$ cat src/rtl/sram_arbiter_pkg.sv
// sram_arbiter_pkg: shared FSM encodings, port ids and wait-count helper for the SRAM arbiter.
// Latency: n/a (types and constants only).
// Backpressure: n/a.
package sram_arbiter_pkg;

  typedef enum logic [2:0] {
    ST_IDLE     = 3'd0,
    ST_READ     = 3'd1,
    ST_WR_SETUP = 3'd2,
    ST_WR_PULSE = 3'd3,
    ST_WR_HOLD  = 3'd4
  } sram_state_e;

  localparam logic PORT0 = 1'b0;
  localparam logic PORT1 = 1'b1;

  // Wait counter is 4 bits; out-of-range parameters saturate instead of wrapping.
  function automatic logic [3:0] wait_load(input int cycles);
    if (cycles > 15) return 4'd15;
    if (cycles < 0) return 4'd0;
    return cycles[3:0];
  endfunction

endpackage

$ cat src/rtl/sram_rr_arbiter.sv
// sram_rr_arbiter: 2-way grant, round-robin or fixed priority, plus the last-grant register.
// Latency: grant is combinational from requests; last_grant updates on the accept edge only.
// Backpressure: a request with no accept leaves the rotation untouched.
// Ports: i_clk/i_rst_n, i_req {p1,p0}, i_accept (command taken this edge), o_grant (winning port id).
module sram_rr_arbiter
  import sram_arbiter_pkg::*;
#(
  parameter int FIXED_PRIO = 0
) (
  input  logic       i_clk,
  input  logic       i_rst_n,
  input  logic [1:0] i_req,
  input  logic       i_accept,
  output logic       o_grant
);

  logic r_last_grant;

  always_comb begin
    o_grant = PORT0;
    if (i_req == 2'b10) begin
      o_grant = PORT1;
    end else if (i_req == 2'b11) begin
      o_grant = (FIXED_PRIO != 0) ? PORT0 : ~r_last_grant;
    end
  end

  // Reset value PORT1 lets port 0 win the first contest.
  always_ff @(posedge i_clk or negedge i_rst_n) begin
    if (!i_rst_n) begin
      r_last_grant <= PORT1;
    end else if (i_accept) begin
      r_last_grant <= o_grant;
    end
  end

endmodule

$ cat src/rtl/sram_arbiter.sv
// sram_arbiter: shares one 16-bit async SRAM between two requesters and sequences its pin timing.
// Latency: read accept edge -> rsp sampled RD_WAIT+2 edges later; write occupies WR_WAIT+3 busy cycles + 1 idle.
// Backpressure: cmd_ready only in IDLE for the granted, valid port; responses have no backpressure.
// Ports: p0/p1 cmd (valid/ready/write/addr/wdata/mask), p0/p1 rsp (valid/rdata), io_busy,
//   io_sram_* registered address, pad data/enable and active-low cs/we/oe/ub/lb strobes.
module sram_arbiter
  import sram_arbiter_pkg::*;
#(
  parameter int ADDR_WIDTH = 18,
  parameter int RD_WAIT    = 1,
  parameter int WR_WAIT    = 1,
  parameter int FIXED_PRIO = 0
) (
  input  logic                  io_mainClk,
  input  logic                  io_asyncReset_n,
  input  logic                  p0_cmd_valid,
  output logic                  p0_cmd_ready,
  input  logic                  p0_cmd_write,
  input  logic [ADDR_WIDTH-1:0] p0_cmd_addr,
  input  logic [15:0]           p0_cmd_wdata,
  input  logic [1:0]            p0_cmd_mask,
  output logic                  p0_rsp_valid,
  output logic [15:0]           p0_rsp_rdata,
  input  logic                  p1_cmd_valid,
  output logic                  p1_cmd_ready,
  input  logic                  p1_cmd_write,
  input  logic [ADDR_WIDTH-1:0] p1_cmd_addr,
  input  logic [15:0]           p1_cmd_wdata,
  input  logic [1:0]            p1_cmd_mask,
  output logic                  p1_rsp_valid,
  output logic [15:0]           p1_rsp_rdata,
  output logic                  io_busy,
  output logic [ADDR_WIDTH-1:0] io_sram_addr,
  output logic [15:0]           io_sram_dat_write,
  output logic                  io_sram_dat_writeEnable,
  input  logic [15:0]           io_sram_dat_read,
  output logic                  io_sram_cs,
  output logic                  io_sram_we,
  output logic                  io_sram_oe,
  output logic                  io_sram_ub,
  output logic                  io_sram_lb
);

  localparam logic [3:0] RD_LOAD = wait_load(RD_WAIT);
  localparam logic [3:0] WR_LOAD = wait_load(WR_WAIT);

  sram_state_e           r_state, w_next_state;
  logic [3:0]            r_wait, w_wait_nxt;
  logic                  r_owner;
  logic [1:0]            r_mask, w_mask_nxt;
  logic [ADDR_WIDTH-1:0] r_addr;
  logic [15:0]           r_dat_write, r_rdata;
  logic [1:0]            r_rsp_vld;
  logic                  r_cs_n, r_we_n, r_oe_n, r_ub_n, r_lb_n, r_dat_oe;
  logic                  w_cs_n, w_we_n, w_oe_n, w_ub_n, w_lb_n, w_dat_oe;
  logic [1:0]            w_req;
  logic                  w_grant, w_idle, w_accept;
  logic                  w_sel_write;
  logic [ADDR_WIDTH-1:0] w_sel_addr;
  logic [15:0]           w_sel_wdata;
  logic [1:0]            w_sel_mask;

  assign w_req    = {p1_cmd_valid, p0_cmd_valid};
  // Ready is forced low while reset is asserted, not just after the state register clears.
  assign w_idle   = (r_state == ST_IDLE) && io_asyncReset_n;
  assign w_accept = w_idle && (|w_req);

  assign p0_cmd_ready = w_idle && (w_grant == PORT0) && p0_cmd_valid;
  assign p1_cmd_ready = w_idle && (w_grant == PORT1) && p1_cmd_valid;

  assign w_sel_write = (w_grant == PORT1) ? p1_cmd_write : p0_cmd_write;
  assign w_sel_addr  = (w_grant == PORT1) ? p1_cmd_addr  : p0_cmd_addr;
  assign w_sel_wdata = (w_grant == PORT1) ? p1_cmd_wdata : p0_cmd_wdata;
  assign w_sel_mask  = (w_grant == PORT1) ? p1_cmd_mask  : p0_cmd_mask;
  assign w_mask_nxt  = (w_accept && w_sel_write) ? w_sel_mask : r_mask;

  sram_rr_arbiter #(.FIXED_PRIO(FIXED_PRIO)) u_arb (
    .i_clk    (io_mainClk),
    .i_rst_n  (io_asyncReset_n),
    .i_req    (w_req),
    .i_accept (w_accept),
    .o_grant  (w_grant)
  );

  always_comb begin
    w_next_state = r_state;
    w_wait_nxt   = r_wait;
    case (r_state)
      ST_IDLE: begin
        if (w_accept) begin
          if (w_sel_write) begin
            w_next_state = ST_WR_SETUP;
          end else begin
            w_next_state = ST_READ;
            w_wait_nxt   = RD_LOAD;
          end
        end
      end
      ST_READ: begin
        if (r_wait == 4'd0) w_next_state = ST_IDLE;
        else                w_wait_nxt   = r_wait - 4'd1;
      end
      ST_WR_SETUP: begin
        w_next_state = ST_WR_PULSE;
        w_wait_nxt   = WR_LOAD;
      end
      ST_WR_PULSE: begin
        if (r_wait == 4'd0) w_next_state = ST_WR_HOLD;
        else                w_wait_nxt   = r_wait - 4'd1;
      end
      ST_WR_HOLD: w_next_state = ST_IDLE;
      default:    w_next_state = ST_IDLE;
    endcase
  end

  // Pins are decoded from the next state so the registered strobes line up with the state register.
  always_comb begin
    w_cs_n   = 1'b1;
    w_we_n   = 1'b1;
    w_oe_n   = 1'b1;
    w_ub_n   = 1'b1;
    w_lb_n   = 1'b1;
    w_dat_oe = 1'b0;
    case (w_next_state)
      ST_READ: begin
        w_cs_n = 1'b0;
        w_oe_n = 1'b0;
        w_ub_n = 1'b0;
        w_lb_n = 1'b0;
      end
      ST_WR_SETUP, ST_WR_PULSE, ST_WR_HOLD: begin
        w_cs_n   = 1'b0;
        w_dat_oe = 1'b1;
        w_we_n   = (w_next_state != ST_WR_PULSE);
        {w_ub_n, w_lb_n} = ~w_mask_nxt;
      end
      default: ;
    endcase
  end

  always_ff @(posedge io_mainClk or negedge io_asyncReset_n) begin
    if (!io_asyncReset_n) begin
      r_state     <= ST_IDLE;
      r_wait      <= 4'd0;
      r_owner     <= PORT0;
      r_mask      <= 2'b00;
      r_addr      <= '0;
      r_dat_write <= 16'h0000;
      r_rdata     <= 16'h0000;
      r_rsp_vld   <= 2'b00;
      r_cs_n      <= 1'b1;
      r_we_n      <= 1'b1;
      r_oe_n      <= 1'b1;
      r_ub_n      <= 1'b1;
      r_lb_n      <= 1'b1;
      r_dat_oe    <= 1'b0;
    end else begin
      r_state  <= w_next_state;
      r_wait   <= w_wait_nxt;
      r_mask   <= w_mask_nxt;
      r_cs_n   <= w_cs_n;
      r_we_n   <= w_we_n;
      r_oe_n   <= w_oe_n;
      r_ub_n   <= w_ub_n;
      r_lb_n   <= w_lb_n;
      r_dat_oe <= w_dat_oe;
      if (w_accept) begin
        r_owner <= w_grant;
        r_addr  <= w_sel_addr;
        if (w_sel_write) r_dat_write <= w_sel_wdata;
      end
      // Capture on the last READ edge; the strobe lands in the following IDLE cycle.
      r_rsp_vld <= 2'b00;
      if ((r_state == ST_READ) && (r_wait == 4'd0)) begin
        r_rdata   <= io_sram_dat_read;
        r_rsp_vld <= (r_owner == PORT1) ? 2'b10 : 2'b01;
      end
    end
  end

  assign io_busy                 = (r_state != ST_IDLE);
  assign io_sram_addr            = r_addr;
  assign io_sram_dat_write       = r_dat_write;
  assign io_sram_dat_writeEnable = r_dat_oe;
  assign io_sram_cs              = r_cs_n;
  assign io_sram_we              = r_we_n;
  assign io_sram_oe              = r_oe_n;
  assign io_sram_ub              = r_ub_n;
  assign io_sram_lb              = r_lb_n;
  assign p0_rsp_valid            = r_rsp_vld[0];
  assign p1_rsp_valid            = r_rsp_vld[1];
  assign p0_rsp_rdata            = r_rdata;
  assign p1_rsp_rdata            = r_rdata;

  // Pad contention and strobe ordering guards.
  a_no_oe_while_driving: assert property (@(posedge io_mainClk) disable iff (!io_asyncReset_n)
    !(!r_oe_n && r_dat_oe));
  a_no_we_while_oe: assert property (@(posedge io_mainClk) disable iff (!io_asyncReset_n)
    !(!r_we_n && !r_oe_n));

endmodule

$ cat config.mk
export PLATFORM = sky130hd
export DESIGN_NAME = sram_arbiter
export DESIGN_NICKNAME = d
export VERILOG_FILES = /design/src/rtl/sram_arbiter_pkg.sv /design/src/rtl/sram_rr_arbiter.sv /design/src/rtl/sram_arbiter.sv
export SDC_FILE = /design/constraint.sdc
export NUM_CORES = 1
export LEC_CHECK = 0
export ABC_AREA = 1
export BUFFER_PORTS_ARGS = -buffer_cell sky130_fd_sc_hd__buf_2
export CORE_MARGIN = 1.5
export CORE_UTILIZATION = 35
export CTS_CLUSTER_DIAMETER = 120
export DETAILED_ROUTE_END_ITERATION = 10
export GPL_TIMING_DRIVEN = 1
export SETUP_SLACK_MARGIN = 0.05
export SYNTH_ARGS = -nofsm -noshare
export SYNTH_HDL_FRONTEND = slang
export SYNTH_SLANG_ARGS = --single-unit
$ cat constraint.sdc
create_clock -name io_mainClk -period 1.6 [get_ports io_mainClk]
set_input_delay 0.32 -clock io_mainClk [delete_from_list [all_inputs] [get_ports io_mainClk]]
set_output_delay 0.32 -clock io_mainClk [all_outputs]
set_load 0.02 [all_outputs]
* Word-level counts from Yosys, hierarchy flattened *
Cells that the tools add are included.

storage, ports and cells
  word-level logic and storage cells = 74
  output and inout port bits = 77
  input port bits = 94
  flip-flop bits (word level) = 69

cells by class
  muxes and demuxes = 24
  bitwise operators = 3
  reductions and logical operators = 18
  equal/unequal tests = 13
  add/sub/neg operators = 1

operators by type and width
  cell                                                                   number
  18-bit 2-to-1 mux                                                      1
  16-bit 2-to-1 mux                                                      1
  3-bit by 2-bit equality test with 1-bit output, second input constant  4
  4-bit 2-to-1 mux                                                       3
  3-bit one-hot mux with 4 select lines                                  1
  4-bit one-hot mux with 3 select lines                                  1
  2-bit 2-to-1 mux                                                       5
  3-bit 2-to-1 mux                                                       3
  1-bit logical AND                                                      8
  1-bit 2-to-1 mux                                                       7
  3-bit by 1-bit equality test with 1-bit output, second input constant  2
  2-bit != test, second input constant                                   3
  3-bit nonzero test                                                     2
  2-bit equality test, second input constant                             2
  4-bit logical NOT                                                      1
  1-bit one-hot mux with 2 select lines                                  2
  4-bit AND reduction                                                    1
  2-bit OR reduction                                                     2
  4-bit OR reduction                                                     1
  4-bit by 1-bit subtractor with 4-bit output, second input constant     1
  3-bit equality test, second input constant                             1
  3-bit logical NOT                                                      1
  3-bit by 2-bit != test with 1-bit output, second input constant        1
  3-bit OR reduction                                                     1
  3 further kinds                                                        4

* Depth between registers and ports, before layout *
Gate-level depths: netlist of the first run.

  depth in word-level cells = 10
  mapped depth = 10
  mapped depth without buffers = 9

* Hierarchy *
A second synthesis of the first run with hierarchy kept.

unflattened totals
  cells, all modules = 408
  area, all modules = 3271.9 um^2

modules (own cells, without submodules)
  module           cells an instance  sequential area each (um^2)  area each (um^2)  instances
  sram_arbiter     401                1707.9                       3219.3            1
  sram_rr_arbiter  7                  26.3                         52.6              1

* Least setup slack after synthesis of the first run *
Ideal clock, no wire load.

  kind = reg-to-output
  start = register u_arb.r_last_grant
  end = output p0_cmd_ready
  cell stages (with the launch flop) = 7
  required time = 1280 ps
  path slack = -42 ps
  path buffers = 2
  arrival = 1322 ps
  cell sequence = dfstp_2 -> nand2_1 -> nand2_1 -> buf_4 -> buf_2 -> nand2_1 -> nor2_1

between the ends
  cells in the longest elaborated chain, start to end = 6

RTL lines
  item                             line                   RTL
  start, declared                  sram_rr_arbiter.sv:17  logic r_last_grant;
  start signal, assigned           sram_rr_arbiter.sv:33  r_last_grant <= o_grant;
  1-bit NOT                        sram_rr_arbiter.sv:24  o_grant = (FIXED_PRIO != 0) ? PORT0 : ~r_last_grant;
  1-bit 2-to-1 mux                 sram_rr_arbiter.sv:23  end else if (i_req == 2'b11) begin
  1-bit 2-to-1 mux                 sram_rr_arbiter.sv:21  if (i_req == 2'b10) begin
  1-bit NOT                        sram_arbiter.sv:68     assign p0_cmd_ready = w_idle && (w_grant == PORT0) && p0_cmd_valid;
  1-bit logical AND (2 in series)  sram_arbiter.sv:68
  end, declared                    sram_arbiter.sv:17     output logic p0_cmd_ready,

No other way between the ends.

* Final worst setup path of the first run *
Same ends and word-level chain as after synthesis.

==> flow_summary.toml, run 1 <==
[setup_path]
cp_num_buf_inv = 1
cp.required_ns = 1.28
slowest_delay_ns = 0.54
cp_common_cell = "nand2_4"
r2r-end = "io_sram_dat_write[1]"
r2r_slack_ns = -0.01
crit_family = "flip-flops"
crit_path_end_kind = "output pin"
reg2regPathDepth = 9
r2r_start = "r_state[1]"
crit_path_max_fanout = 4
critPathLaunchType = "register"
cp_slowest_cell = "dfstp_2"
worstPathCellList = "nand2_2, nand2_4, nand2_4, nor2_4, buf_6"
worstSetupPathType = "reg2out"
arrival_ns = 1.30

[floorplan]
fp.dieArea_um2 = 10100
dieWidth_um = 100
coreArea_um2 = 9240
die_h_um = 100
io_pins = 171
rows = 35
initial_core_util_pct = 36.0

[global_route]
antenna_found_initial = 0
top_usage_layer = "met2"
grt_max_degree = 70
use_met3_pct = 4.37
overflow = 0
grt_pass1_vias = 3085
grt_pass1_wl_um = 14200
track_usage_pct = 18.0
grtUsageMet1_pct = 22.7
use_met2_pct = 30.1

[synthesis]
synth_seq_area_share_pct = 52.1
syn_nets = 509
synth-xor-area-share_pct = 0
synth_commonest_cells = "nand2_1 (159), dfrtp_1 (63), nand3_1 (56), nor2_1 (26), buf_4 (22)"
yosysMostFrequentCell = "nand2_1"
synth_cells = 414
synth_top_area_share_pct = 47.4
synthTopCellsByArea = "dfrtp_1 (47%), nand2_1 (18%), nand3_1 (8.4%)"
synth_fa_ha_area_share_pct = 0.376
synthMuxAreaShare_pct = 0
synthFlopType = "dfrtp_1"
yosysTopAreaCell = "dfrtp_1"
syn_avg_cell_area_um2 = 8.04
ys_ff_latch = 69
synth_edf_count = 0
synth_top_family_by_area = "simple AND/OR/NAND/NOR gates"
syn-cell-area_um2 = 3330
async_reset_ff_share_pct = 100
synth_cell_type_count = 25
synth_compound_area_share_pct = 4.74
ys_warn_count = 0
synth_simple_gate_area_share_pct = 32.7

[power_and_ir_drop]
power_density_nw_per_um2 = 1930
leakagePower_nw = 2.67
ir_drop_uv = 749
power.total_mw = 9.29

[clock_network]
clock-sinks = 69
clkTransAtPathRegs_ns = 0.07
numCtsBuffers = 9
clockRootBuffer = "clkbuf_8"
clk_latency_ns = 0.34
clk_path_buf_depth = 2
cts_tree = "built"
htreeDepth = 3

[sta]
final_hold_viol_count = 0
slew_violations = 0
rsz0062_at_grt = "true"
setup_ws_ns = -0.0196
fmax_mhz = 617
tightest_slew_ns = 0.859
finalSetupViolations = 8
period_minus_slack_ns = 1.62
relSlewSlack_pct = 42.8
fin_crit_sh_pct = 101
worst_clock_skew_ns = 0.0107

[hold_path]
hp-class = "in2reg"
hold_start = "io_sram_dat_read[6]"
whs_endpoint = "p0_rsp_rdata[6]"
min_path_cells = 3

[route]
via_per_inst = 4.61
drt_first_pass_iters = 4
wl_um = 9290
num_vias = 3332
drt_iter0_drc = 88
wl_per_cell_um = 12.9
ant_nets = 0
post-route-drc-count = 0

[placed_design]
place_congestion = 0.792
dpl.hpwl_um = 6290
io_buffers = 170
placed_area_um2 = 4240

[flow_run]
drv_cap = 0

[status]
violations = "negative setup slack"
outcome = "finished with violations"

[cells_and_area]
final_area_um2 = 4800
areaGrowthSynthToFinish_pct = 44.3
fin_nets = 684
diodes = 0
drive_gt1_share_pct = 42.0
[through the flow]
stage | utilization [%] | setup WS [ns] | cells | setup TNS, ns | hold slack, ns
after CTS | 49.2 | -0.0464 | 709 | -0.0900 | 0.196
final | 52.0 | -0.0196 | 722 | -0.0727 | 0.213
after global placement | 45.8 | 0.0602 | 687 | 0 | 0.409
after global routing | 52.0 | -0.0974 | 722 | -3.12 | 0.205
after detailed placement | 45.8 | 0.000844 | 687 | 0 | 0.411
after floorplan | - | 0.0536 | 414 | 0 | 0.0244
[worst register-to-register path, delay by kind of cell, from the launching register on]
kind | cells | cell delay [ns]
buffers and inverters | 3 | 0.47
AND/OR/NAND/NOR | 6 | 0.62
flip-flops | 1 | 0.41
[cell families (layout without fill, tap and decap cells)]
family          Yosys count  after routing
fa+ha+maj                 1              1
buf+inv                  62            241
compound gates           27             27
flops                    69             69
simple gates            255            255
[how the worst max path moves through the flow]
stage,start,to,depth (start not counted)
after floorplan,u_arb.r_last_grant,p0_cmd_ready,6
after global placement,r_wait[0],p0_rsp_rdata[11],7
after detailed placement,r_wait[0],p0_rsp_rdata[5],7
after CTS,u_arb.r_last_grant,p0_cmd_ready,5
after global routing,r_state[1],io_sram_dat_write[12],9
final,u_arb.r_last_grant,p0_cmd_ready,5
[layout by cell type, fill, tap and decap left out, types with 4 or more instances in the layout]
master / Yosys / final
buf_2: 10 / 166
nand2_1: 159 / 150
dfrtp_1: 63 / 63
nand3_1: 56 / 56
nor2_1: 26 / 24
buf_4: 22 / 19
inv_1: 21 / 18
a31oi_1: 18 / 18
clkbuf_8: 0 / 10
buf_6: 1 / 9
nand2_2: 2 / 6
dfstp_2: 6 / 6
nand2_4: 2 / 5
nor2_4: 1 / 4
o21ai_1: 3 / 4
clkbuf_16: 0 / 4
buf_12: 0 / 4
[power by group]
| part | internal, mW | switching (mW) | leakage (nW) | total [mW] |
|---|---|---|---|---|
| combinational | 1.80 | 3.03 | 1.74 | 4.84 |
| sequential | 2.62 | 0.457 | 0.824 | 3.08 |
| clock | 0.752 | 0.626 | 0.0992 | 1.38 |
[per-layer routing]
layer / share of wire [%] / wire (um)
met1: 45 / 4190
met2: 46 / 4290
met3: 7.5 / 693
met4: 1.3 / 123
met5: 0 / 0
[state kept, by name, summed over array words and instances, names as in the netlist]
signal	count
io_sram_addr	18
io_sram_cs	1
io_sram_dat_write	16
io_sram_dat_writeEnable	1
io_sram_lb	1
io_sram_oe	1
io_sram_ub	1
io_sram_we	1
p0_rsp_rdata	16
r_mask	2
r_owner	1
r_rsp_vld	2
r_state	3
r_wait	4
u_arb.r_last_grant	1
[final cells by class]
type                       instances  area [um2]
inverter                          23        93.8
tap                              129         161
clock inverter                     4        48.8
sequential                        69        1730
fill                             932        4440
clock buffer                      11         141
timing repair buffer             203        1270
multi-input combinational        283        1350
[what timing repair did]
action | in CTS | in global routing
buffers inserted | 7 | 8
pin swaps | 7 | 12
endpoints found under the setup margin | 21 | 66
hold buffers | 0 | 0
gates cloned | 0 | 5
gates resized for setup | 19 | 25
(Power assumes the default switching activity.)
==> run 2: changes to the inputs <==
CTS_BUF_LIST = sky130_fd_sc_hd__clkbuf_16   (was default)
==> run 2 against run 1 <==
Net effect: the flow still finishes with violations (negative setup slack); register-to-register slack better by 0.02 ns; setup slack better by 0.0081 ns; non-clock buffer count unchanged; sequential cell count did not move; design area rose by 1.6%; combinational power about the same; critical path depth unchanged; sequential power about the same; power increased by 5.5%; utilization grew 0.85 points; routed wire length shrank 1.1%; critical endpoint unchanged; largest power group unchanged; highest routed layer unchanged.
==> flow_summary.toml, run 2 (same netlist as run 1, synthesis figures left out) <==
[status]
outcome = "finished with violations"
violations = "negative setup slack"

[setup_path]
r2r_start = "r_state[2]"
reg2regPathDepth = 8
worstSetupPathType = "reg2out"
arrival_ns = 1.29
worstPathCellList = "nand2_2, nand2_4, nand2_2, nor2_4, buf_6"
crit_path_end_kind = "output pin"
cp_common_cell = "nand2_2"
r2r-end = "io_sram_addr[0]"
cp_slowest_cell = "dfstp_2"
r2r_slack_ns = 0.01
crit_path_max_fanout = 3
critPathLaunchType = "register"
cp.required_ns = 1.28
slowest_delay_ns = 0.53

[cells_and_area]
final_util_pct = 52.8
ff_latch_area_um2 = 1730
mostFrequentLayoutCell = "buf_2"
stdcell_count = 722
final_area_um2 = 4880
multi_input_area_um2 = 1360
fin_nets = 684
fill_cells = 908
layout_common_cells = "buf_2 (166), nand2_1 (149), dfrtp_1 (63)"
diodes = 0
largest_register_ff_count = 18
areaGrowthSynthToFinish_pct = 46.7
drive_gt1_share_pct = 43.3

[floorplan]
io_pins = 171
coreArea_um2 = 9240
dieWidth_um = 100
die_h_um = 100
rows = 35
fp.dieArea_um2 = 10100
initial_core_util_pct = 36.0

[clock_network]
clkTransAtPathRegs_ns = 0.05
clock-sinks = 69
clockRootBuffer = "clkbuf_16"
numCtsBuffers = 9
clk_path_buf_depth = 2
htreeDepth = 3
clk_latency_ns = 0.33
cts_tree = "built"

[power_and_ir_drop]
ir_drop_uv = 716
power_density_nw_per_um2 = 2010
leakagePower_nw = 2.71

[sta]
worst_clock_skew_ns = 0.00755
setup_ws_ns = -0.0114
slew_violations = 0
fmax_mhz = 621
tns_ns = -0.0119
tightest_slew_ns = 0.862
finalSetupViolations = 2
relSlewSlack_pct = 42.5
period_minus_slack_ns = 1.61
rsz0062_at_grt = "true"
fin_crit_sh_pct = 101
final_hold_viol_count = 0

[route]
drt_first_pass_iters = 4
via_per_inst = 4.58
wl_um = 9190
wl_per_cell_um = 12.7
ant_nets = 0
num_vias = 3305
post-route-drc-count = 0
drt_iter0_drc = 103

[global_route]
grt_max_degree = 70
antenna_found_initial = 0
grt_pass1_wl_um = 14300
track_usage_pct = 18.2
overflow = 0
grt_pass1_vias = 3103

[flow_run]
drv_cap = 0

[hold_path]
whs_endpoint = "p0_rsp_rdata[6]"
min_path_cells = 3
hp-class = "in2reg"
hold_start = "io_sram_dat_read[6]"

[placed_design]
io_buffers = 170
placed_area_um2 = 4240
place_congestion = 0.792
dp_cells = 687
dpl.hpwl_um = 6290
## run 2: changes by cell type in the layout (fill, tap and decap cells not counted), moves of 2 or more
cell | previous run | this run
clkbuf_16 | 4 | 11
nor2_2 | 0 | 8
nor2_1 | 24 | 16
clkbuf_8 | 10 | 0
nand2_2 | 6 | 8
## run 2: timing repair
item,CTS,global route
endpoints found under the setup margin,19,65
cloned,0,4
setup buffers,7,9
pin swaps,10,5
gates resized for setup,21,29
hold buffers,0,0
## run 2: cell type report
class,count,share of cell area [%]
Tap cell,129,3.31
Clock inverter,6,1.15
Timing Repair Buffer,203,25.6
Inverter,23,1.87
Sequential cell,69,35.5
Clock buffer,9,4.61
Multi-Input combinational cell,283,27.9
## run 2: power breakdown
part           internal (mW)  total, mW  leakage [nW]  switching, mW
clock                   1.18       1.88         0.144          0.696
combinational           1.81       4.82          1.74           3.01
sequential              2.62       3.11         0.824          0.481
total                   5.61       9.80          2.71           4.19
## run 2: how the worst max path moves through the flow
stage | from | end | slack (ns) | cells past startpoint
6_report | u_arb.r_last_grant | p0_cmd_ready | -0.01 | 5
5_1_grt | r_state[2] | io_sram_addr[1] | -0.06 | 8
4_1_cts | u_arb.r_last_grant | p0_cmd_ready | -0.02 | 5
3_5_place_dp | r_wait[0] | p0_rsp_rdata[5] | 0.0008 | 7
3_3_place_gp | r_wait[0] | p0_rsp_rdata[11] | 0.06 | 7
2_1_floorplan | u_arb.r_last_grant | p0_cmd_ready | 0.05 | 6
## run 2: metrics by stage
stage | hold slack, ns | power (mW) | worst slack [ns]
after floorplan | 0.0244 | 6.14 | 0.0536
after global placement | 0.409 | 7.33 | 0.0602
after detailed placement | 0.411 | 7.40 | 0.000844
after CTS | 0.218 | 9.50 | -0.0227
after global routing | 0.228 | 10.5 | -0.0649
final | 0.228 | 9.80 | -0.0114
## run 2: metal layers
metal	GRT usage, %	wire (um)	share of wire, %	vias up
met2	30.1	4190	46	140
li1	-	-	-	1659
met4	7.37	120	1.3	0
met3	4.58	664	7.2	9
met5	0	0	0	-
met1	22.7	4220	46	1497
## run 2: worst max-delay path: cells and delay by family (launching register included)
kind / cells / cell delay, ns
buffers and inverters: 1 / 0.12
flip-flops: 1 / 0.53
AND/OR/NAND/NOR: 4 / 0.32
